<file path="config.mk">
export PLATFORM = sky130hd
export DESIGN_NAME = lsu_bus_controller
export DESIGN_NICKNAME = d
export VERILOG_FILES = /design/src/rtl/lsu_pkg.sv /design/src/rtl/lsu_align.sv /design/src/rtl/lsu_bus_controller.sv
export SDC_FILE = /design/constraint.sdc
export NUM_CORES = 1
export LEC_CHECK = 0
export CORE_MARGIN = 2
export CORE_UTILIZATION = 30
export CTS_CLUSTER_DIAMETER = 80
export CTS_CLUSTER_SIZE = 30
export DETAILED_ROUTE_END_ITERATION = 10
export SLEW_MARGIN = 0
export SYNTH_ARGS = -nofsm -noshare
export SYNTH_HDL_FRONTEND = slang
export SYNTH_HIERARCHICAL = 1
export SYNTH_SLANG_ARGS = --single-unit
</file>
<file path="constraint.sdc">
create_clock -name clk -period 2.1 [get_ports clk]
set_input_delay 0.42 -clock clk [delete_from_list [all_inputs] [get_ports clk]]
set_output_delay 0.42 -clock clk [all_outputs]
set_load 0.01 [all_outputs]
</file>
<file path="src/rtl/lsu_pkg.sv">
// Shared types, RV32I funct3 codes and lane helpers for the load/store bus controller.
package lsu_pkg;

    typedef enum logic [1:0] {
        IDLE = 2'd0,
        REQ  = 2'd1,
        DONE = 2'd2
    } lsu_state_e;

    localparam logic [2:0] F3_B  = 3'd0;
    localparam logic [2:0] F3_H  = 3'd1;
    localparam logic [2:0] F3_W  = 3'd2;
    localparam logic [2:0] F3_BU = 3'd4;
    localparam logic [2:0] F3_HU = 3'd5;

    // Loads accept all five width codes; stores only the signed-width codes.
    function automatic logic f3_legal(input logic [2:0] f3, input logic is_store);
        logic ok;
        ok = 1'b0;
        case (f3)
            F3_B, F3_H, F3_W: ok = 1'b1;
            F3_BU, F3_HU:     ok = !is_store;
            default:          ok = 1'b0;
        endcase
        return ok;
    endfunction

    // Halfwords need an even address, words a multiple of four.
    function automatic logic f3_misaligned(input logic [2:0] f3, input logic [1:0] off);
        logic bad;
        bad = 1'b0;
        case (f3[1:0])
            2'd1:    bad = off[0];
            2'd2:    bad = (off != 2'd0);
            default: bad = 1'b0;
        endcase
        return bad;
    endfunction

    // Byte-lane enables; width comes from funct3[1:0] so BU/HU share the B/H lanes.
    function automatic logic [3:0] lane_sel(input logic [2:0] f3, input logic [1:0] off);
        logic [3:0] sel;
        sel = 4'hF;
        case (f3[1:0])
            2'd0:    sel = 4'b0001 << off;
            2'd1:    sel = 4'b0011 << off;
            default: sel = 4'hF;
        endcase
        return sel;
    endfunction

    // Replicate narrow store data across all lanes so sel alone picks the target bytes.
    function automatic logic [31:0] lane_wdata(input logic [2:0] f3, input logic [31:0] wdata);
        logic [31:0] d;
        d = wdata;
        case (f3[1:0])
            2'd0:    d = {4{wdata[7:0]}};
            2'd1:    d = {2{wdata[15:0]}};
            default: d = wdata;
        endcase
        return d;
    endfunction

    // Move the addressed lane down to bit 0, then sign- or zero-extend by funct3.
    function automatic logic [31:0] lane_extend(input logic [2:0] f3, input logic [31:0] word,
                                                input logic [1:0] off);
        logic [31:0] sh;
        logic [31:0] d;
        sh = word >> {off, 3'b000};
        d  = sh;
        case (f3)
            F3_B:    d = {{24{sh[7]}}, sh[7:0]};
            F3_H:    d = {{16{sh[15]}}, sh[15:0]};
            F3_BU:   d = {24'd0, sh[7:0]};
            F3_HU:   d = {16'd0, sh[15:0]};
            default: d = sh;
        endcase
        return d;
    endfunction

endpackage

</file>
<file path="src/rtl/lsu_align.sv">
// Load data alignment: selects the addressed lane of the bus word and extends it.
module lsu_align
    import lsu_pkg::*;
(
    input  logic [2:0]  funct3,
    input  logic [1:0]  offset,
    input  logic [31:0] bus_rdata,
    output logic [31:0] load_data
);

    // Pure combinational lane select and extension.
    always_comb begin
        load_data = lane_extend(funct3, bus_rdata, offset);
    end

endmodule

</file>
<file path="src/rtl/lsu_bus_controller.sv">
// Load/store bus controller: sequences memory-stage accesses onto a single-port,
// wait-stated data bus, stalling the pipeline until the bus acknowledges.
// Optional feature: define LSU_TIMEOUT_EN to abort a bus cycle with access_err
// after TIMEOUT_CYCLES cycles without bus_ack; otherwise REQ waits indefinitely.
//
// Handshake: req_valid is sampled only in IDLE; while stall is 1 the memory stage
// holds. rsp_valid and access_err are one-cycle pulses. bus_stb stays high with
// stable addr/sel/we/wdata until the cycle in which bus_ack is 1 (possibly the
// first stb cycle); bus_rdata is taken in that same cycle.
module lsu_bus_controller
    import lsu_pkg::*;
#(
    parameter int ADDR_WIDTH     = 32,
    parameter int TIMEOUT_CYCLES = 255
) (
    input  logic                  clk,
    input  logic                  rst,
    input  logic                  req_valid,
    input  logic                  req_is_store,
    input  logic [2:0]            req_funct3,
    input  logic [ADDR_WIDTH-1:0] req_addr,
    input  logic [31:0]           req_wdata,
    input  logic                  flush,
    output logic                  stall,
    output logic                  rsp_valid,
    output logic [31:0]           rsp_rdata,
    output logic                  access_err,
    output logic                  bus_stb,
    output logic                  bus_we,
    output logic [ADDR_WIDTH-1:0] bus_addr,
    output logic [3:0]            bus_sel,
    output logic [31:0]           bus_wdata,
    input  logic                  bus_ack,
    input  logic [31:0]           bus_rdata,
    output lsu_state_e            state_dbg
);

    lsu_state_e            state;
    logic                  drop_q;
    logic                  err_q;
    logic                  stb_q;
    logic                  we_q;
    logic [ADDR_WIDTH-1:0] addr_q;
    logic [3:0]            sel_q;
    logic [31:0]           wdata_q;
    logic [2:0]            f3_q;
    logic [1:0]            off_q;
    logic [31:0]           rdata_q;
    logic [31:0]           load_data;
    logic                  req_ok;
    logic                  accept;
    logic                  reject;
    logic                  to_hit;

`ifdef LSU_TIMEOUT_EN
    localparam int TO_W = $clog2(TIMEOUT_CYCLES + 1);
    logic [TO_W-1:0] to_cnt;

    // The last REQ cycle allowed before the bus cycle is abandoned.
    always_comb begin
        to_hit = (to_cnt == TO_W'(TIMEOUT_CYCLES - 1));
    end
`else
    // Without the timeout feature REQ only ever leaves on bus_ack.
    always_comb begin
        to_hit = 1'b0;
    end
`endif

    // Classify the incoming request while idle.
    always_comb begin
        req_ok = f3_legal(req_funct3, req_is_store) && !f3_misaligned(req_funct3, req_addr[1:0]);
        accept = (state == IDLE) && req_valid && !flush && req_ok;
        reject = (state == IDLE) && req_valid && !flush && !req_ok;
    end

    lsu_align u_align (
        .funct3    (f3_q),
        .offset    (off_q),
        .bus_rdata (bus_rdata),
        .load_data (load_data)
    );

    // Control FSM: latches the request, runs the bus cycle, then reports once.
    always_ff @(posedge clk) begin
        if (rst) begin
            state   <= IDLE;
            drop_q  <= 1'b0;
            err_q   <= 1'b0;
            stb_q   <= 1'b0;
            we_q    <= 1'b0;
            addr_q  <= '0;
            sel_q   <= 4'd0;
            wdata_q <= 32'd0;
            f3_q    <= 3'd0;
            off_q   <= 2'd0;
            rdata_q <= 32'd0;
`ifdef LSU_TIMEOUT_EN
            to_cnt  <= '0;
`endif
        end else begin
            err_q <= 1'b0;
            case (state)
                IDLE: begin
                    if (accept) begin
                        state   <= REQ;
                        stb_q   <= 1'b1;
                        we_q    <= req_is_store;
                        addr_q  <= {req_addr[ADDR_WIDTH-1:2], 2'b00};
                        sel_q   <= lane_sel(req_funct3, req_addr[1:0]);
                        wdata_q <= lane_wdata(req_funct3, req_wdata);
                        f3_q    <= req_funct3;
                        off_q   <= req_addr[1:0];
                        drop_q  <= 1'b0;
`ifdef LSU_TIMEOUT_EN
                        to_cnt  <= '0;
`endif
                    end else if (reject) begin
                        err_q <= 1'b1;
                    end
                end
                REQ: begin
                    // A flush cannot abort a started bus cycle; only its response is dropped.
                    if (flush) begin
                        drop_q <= 1'b1;
                    end
                    if (bus_ack) begin
                        state   <= DONE;
                        stb_q   <= 1'b0;
                        we_q    <= 1'b0;
                        rdata_q <= we_q ? 32'd0 : load_data;
                    end else if (to_hit) begin
                        state  <= DONE;
                        stb_q  <= 1'b0;
                        we_q   <= 1'b0;
                        drop_q <= 1'b1;
                        err_q  <= 1'b1;
                    end else begin
`ifdef LSU_TIMEOUT_EN
                        to_cnt <= to_cnt + TO_W'(1);
`endif
                    end
                end
                DONE: begin
                    state  <= IDLE;
                    drop_q <= 1'b0;
                end
                default: begin
                    state <= IDLE;
                end
            endcase
        end
    end

    // Output mapping; stall covers the accept cycle and every REQ cycle.
    always_comb begin
        stall      = accept || (state == REQ);
        rsp_valid  = (state == DONE) && !drop_q && !flush;
        rsp_rdata  = rdata_q;
        access_err = err_q;
        bus_stb    = stb_q;
        bus_we     = we_q;
        bus_addr   = addr_q;
        bus_sel    = sel_q;
        bus_wdata  = wdata_q;
        state_dbg  = state;
    end

endmodule

</file>
==> metrics list <==
- Cell chain of the critical path: or4b_4, a211oi_4, nand2_1, nand2b_1, buf_6
* Final WL: 17200 um
- Global-route congestion overflow total: 0
* Die height: 132 um
* Share of cells above drive strength 1: 10.0%
- Clock Sinks: 109
* Placed Instances: 978
- Largest vdd supply drop: 0.498 mV
* Power, Total: 4.82 mW
- Summed over all instances, the cell type with the most area after synthesis is dfxtp_1.
- Top area cells in the synthesized netlist: dfxtp_1 44%, a21oi_1 8.6%, a22o_1 5.7%, o21ai_0 5.4%, nand3_1 4.4%
* I/O Buffers: 209
- The initial antenna violation count was 1.
- Setup repair after global routing could not meet its margin everywhere.
* CTS Buf Count: 9
- Kind of critical path: flip-flop to output port
- Along the worst path, the maximum fanout reaches 2.
* Total number of yosys warnings: 6
- The cell area that synthesis handed to floorplanning was 0.00491 mm^2.
* Die boundary width: 132 um
* Dpl hpwl: 12400 um
* Fin crit share: 103%
- In this run the standard cell core region covers 0.0159 mm^2.
- Root buf cell: clkbuf_16
* Final Non-Filler Cells: 996
- Crit path buf inv count: 1
- The library cell used most frequently in the layout, excluding fill and tap cells, is clkdlybuf4s50_1.
- Before CTS, the worst setup slack after placement is -0.753 ns.
* P&R area growth vs syn: 56.8%
- Buffers from clock root to sink, at most: 2
* Final Util: 48.3%
- Once the floorplan was initialized, standard cells occupied 30.8% of the core.
* Relative max-transition margin: 62.3%
- NumNets Final: 882
* Family with the most delay on the worst path: simple AND/OR/NAND/NOR gates
* Post-CTS clock slew at the launch and capture registers of the worst setup and hold paths: 0.07 ns
- In this run the core area contains 46 standard-cell rows.
- The smallest clock period supported by the final layout is computed as 2.15 ns.
- Counting distinct cell types in the post-synthesis netlist gives 38.
* Actual transition at the worst max-transition pin: 0.565 ns
- Fin Clk Skew: 0.00503 ns
* Detail Route Antenna Nets: 0
- Finish-stage setup viols: 1
- Detail-routed net length per standard cell: 17.3 um
- CP arrival: 1.73 ns
- Number of global-route vias before repair: 5108
* Count of final hold-check violations: 0
- Sequential elements use 44.5% of the synthesized area.
* Worst-Skew Late Latency: 0.35 ns
- Cells after Synth: 571
- After detailed routing, the number of remaining DRC violations is 0.
* Final hold slack: 0.377 ns
- GRT Resource Usage Total: 19.5%
- Register bit count reported by yosys: 109
- The detailed router finished its first iteration with 296 violations.
- First-pass GRT wire length: 27500 um
- Highest cell delay on the worst timing path: 0.54 ns
- Vias per inst: 5.22
* Clock tree from TritonCTS: done
* Average cell area after synthesis: 8.60 um^2
* Standby leakage power: 2.67 nW
- Sequential Area: 0.00218 mm^2
- Maximum level of the CTS H-tree: 3
* Area of the multi-input gates: 0.00250 mm^2
- The worst setup path is launched from a flip-flop.
- Entering global routing, the biggest net connects 74 pins.
- Critical-path top delay cell: or4b_4
* Filler cell count: 1527
* Synth top area share: 44.5%
- Worst path setup slack after routing: -0.0529 ns
- Total via count after detailed routing: 5198
- The worst setup path is captured at an output port.
- Max Fclk: 0.464 GHz
- I/O pin cnt: 212
- Required time of the critical path: 1.68 ns
* Most frequent cells in the layout: 202 x clkdlybuf4s50_1, 107 x dfxtp_1, 83 x a21oi_1
- Hold WC Path Type: primary input to flip-flop
* Total count of max-transition violations in the final report: 0
- Max capacitance violation total: 0
- Routability-driven placement finished with a final weighted congestion of 0.856.
* Status: complete, but fails checks
- Die area: 0.0174 mm^2
- The first detailed-routing pass took 7 iterations.
- In this run the power density over the cells is 626 mW/mm^2.
* Violations in the final reports: setup timing
cell type report:
cell class	instances	share of cell area, %
Tap cell	216	3.51
Timing Repair Buffer	250	31.6
Multi-Input combinational cell	400	32.4
Sequential cell	109	28.4
Antenna cell	1	0.0325
Clock buffer	12	3.20
Clock inverter	4	0.618
Inverter	4	0.195
sequential cells by signal, indices dropped and copies added (netlist names):
| register | count |
|---|---|
| state_dbg | 2 |
| off_q | 2 |
| bus_we | 1 |
| drop_q | 1 |
| f3_q | 3 |
| rsp_rdata | 32 |
| bus_sel | 4 |
| bus_stb | 1 |
| access_err | 1 |
| bus_wdata | 32 |
| bus_addr | 30 |
worst min-delay path, cell delays in order:
cell	delay, ns
clkbuf_2	0.12
nand3_1	0.08
a21oi_1	0.06
per-layer routing:
layer / track usage [%] / share of wire (%) / vias up
li1: - / - / 2504
met1: 24.1 / 43 / 2499
met2: 32.2 / 48 / 180
met3: 7.19 / 8.2 / 15
met4: 4.71 / 1.4 / 0
met5: 0 / 0 / -
cells in the mapped netlist:
cell type  count
o21bai_1       2
a211oi_4       1
nor2b_1       11
o21ai_1        1
a22o_1        32
o21a_1         2
buf_1          2
o211ai_2       1
o21ai_2        2
o21ai_0       53
buf_6          2
and2_1         1
nand2_1       44
a21boi_2       1
nand4b_1       1
nand2b_1       4
nand3b_1       2
nor2_1        23
a211oi_1      24
a311oi_2       1
a211o_1        1
a21oi_1       84
ha_1           3
dfxtp_1      109
or4b_4         1
a22oi_1       16
clkbuf_1      39
or2_2          1
buf_2          9
nor3_1         2
nand2b_4       1
a311oi_1      19
mux2i_1       20
buf_4          7
inv_1          4
conb_1         1
nor4b_1        1
nand3_1       43
per-stage QoR:
step / TNS, ns / cell area [um^2]
4_1_cts: -0.335 / 7680
3_5_place_dp: -48.59 / 7360
5_1_grt: -0.923 / 7700
6_report: -0.0529 / 7700
3_3_place_gp: -39.83 / 7360
2_1_floorplan: 0 / 4910
where the power goes:
group          internal, mW  switching (mW)  leakage (nW)
Combinational         0.468           0.442          1.64
Sequential             2.13          0.0388         0.884
Clock                 0.956           0.783         0.143
logic make-up after synthesis:
logic type	count (synthesis)	synth area share [%]
and+or+nand+nor	135	13.1
adders and majority gates	3	0.765
other	1	0.0764
buffers and inverters	63	5.89
muxes	20	4.08
AOI/OAI and AO/OA	240	31.6
DFF	109	44.5
repair_timing:
action | in CTS | in global routing
resized for setup | 20 | 6
pin swaps | 4 | 3
hold buffers | 0 | 0
endpoints found under the setup margin | 75 | 43
buffers inserted | 1 | 0
worst paths after layout:
path	slack (ns)	start	to	cells past startpoint
worst min-delay path	0.38	req_funct3[0]	f3_q[0]$_SDFFE_PP0P_	3
worst min register to register	0.46	bus_stb$_SDFFE_PP0P_	bus_stb$_SDFFE_PP0P_	2
worst max-delay path	-0.05	state_dbg[1]$_SDFFE_PP0P_	stall	5
worst max register to register	0.03	state_dbg[1]$_SDFFE_PP0P_	bus_wdata[25]$_SDFFE_PP0P_	5
Power figures use the tool's default switching activity.
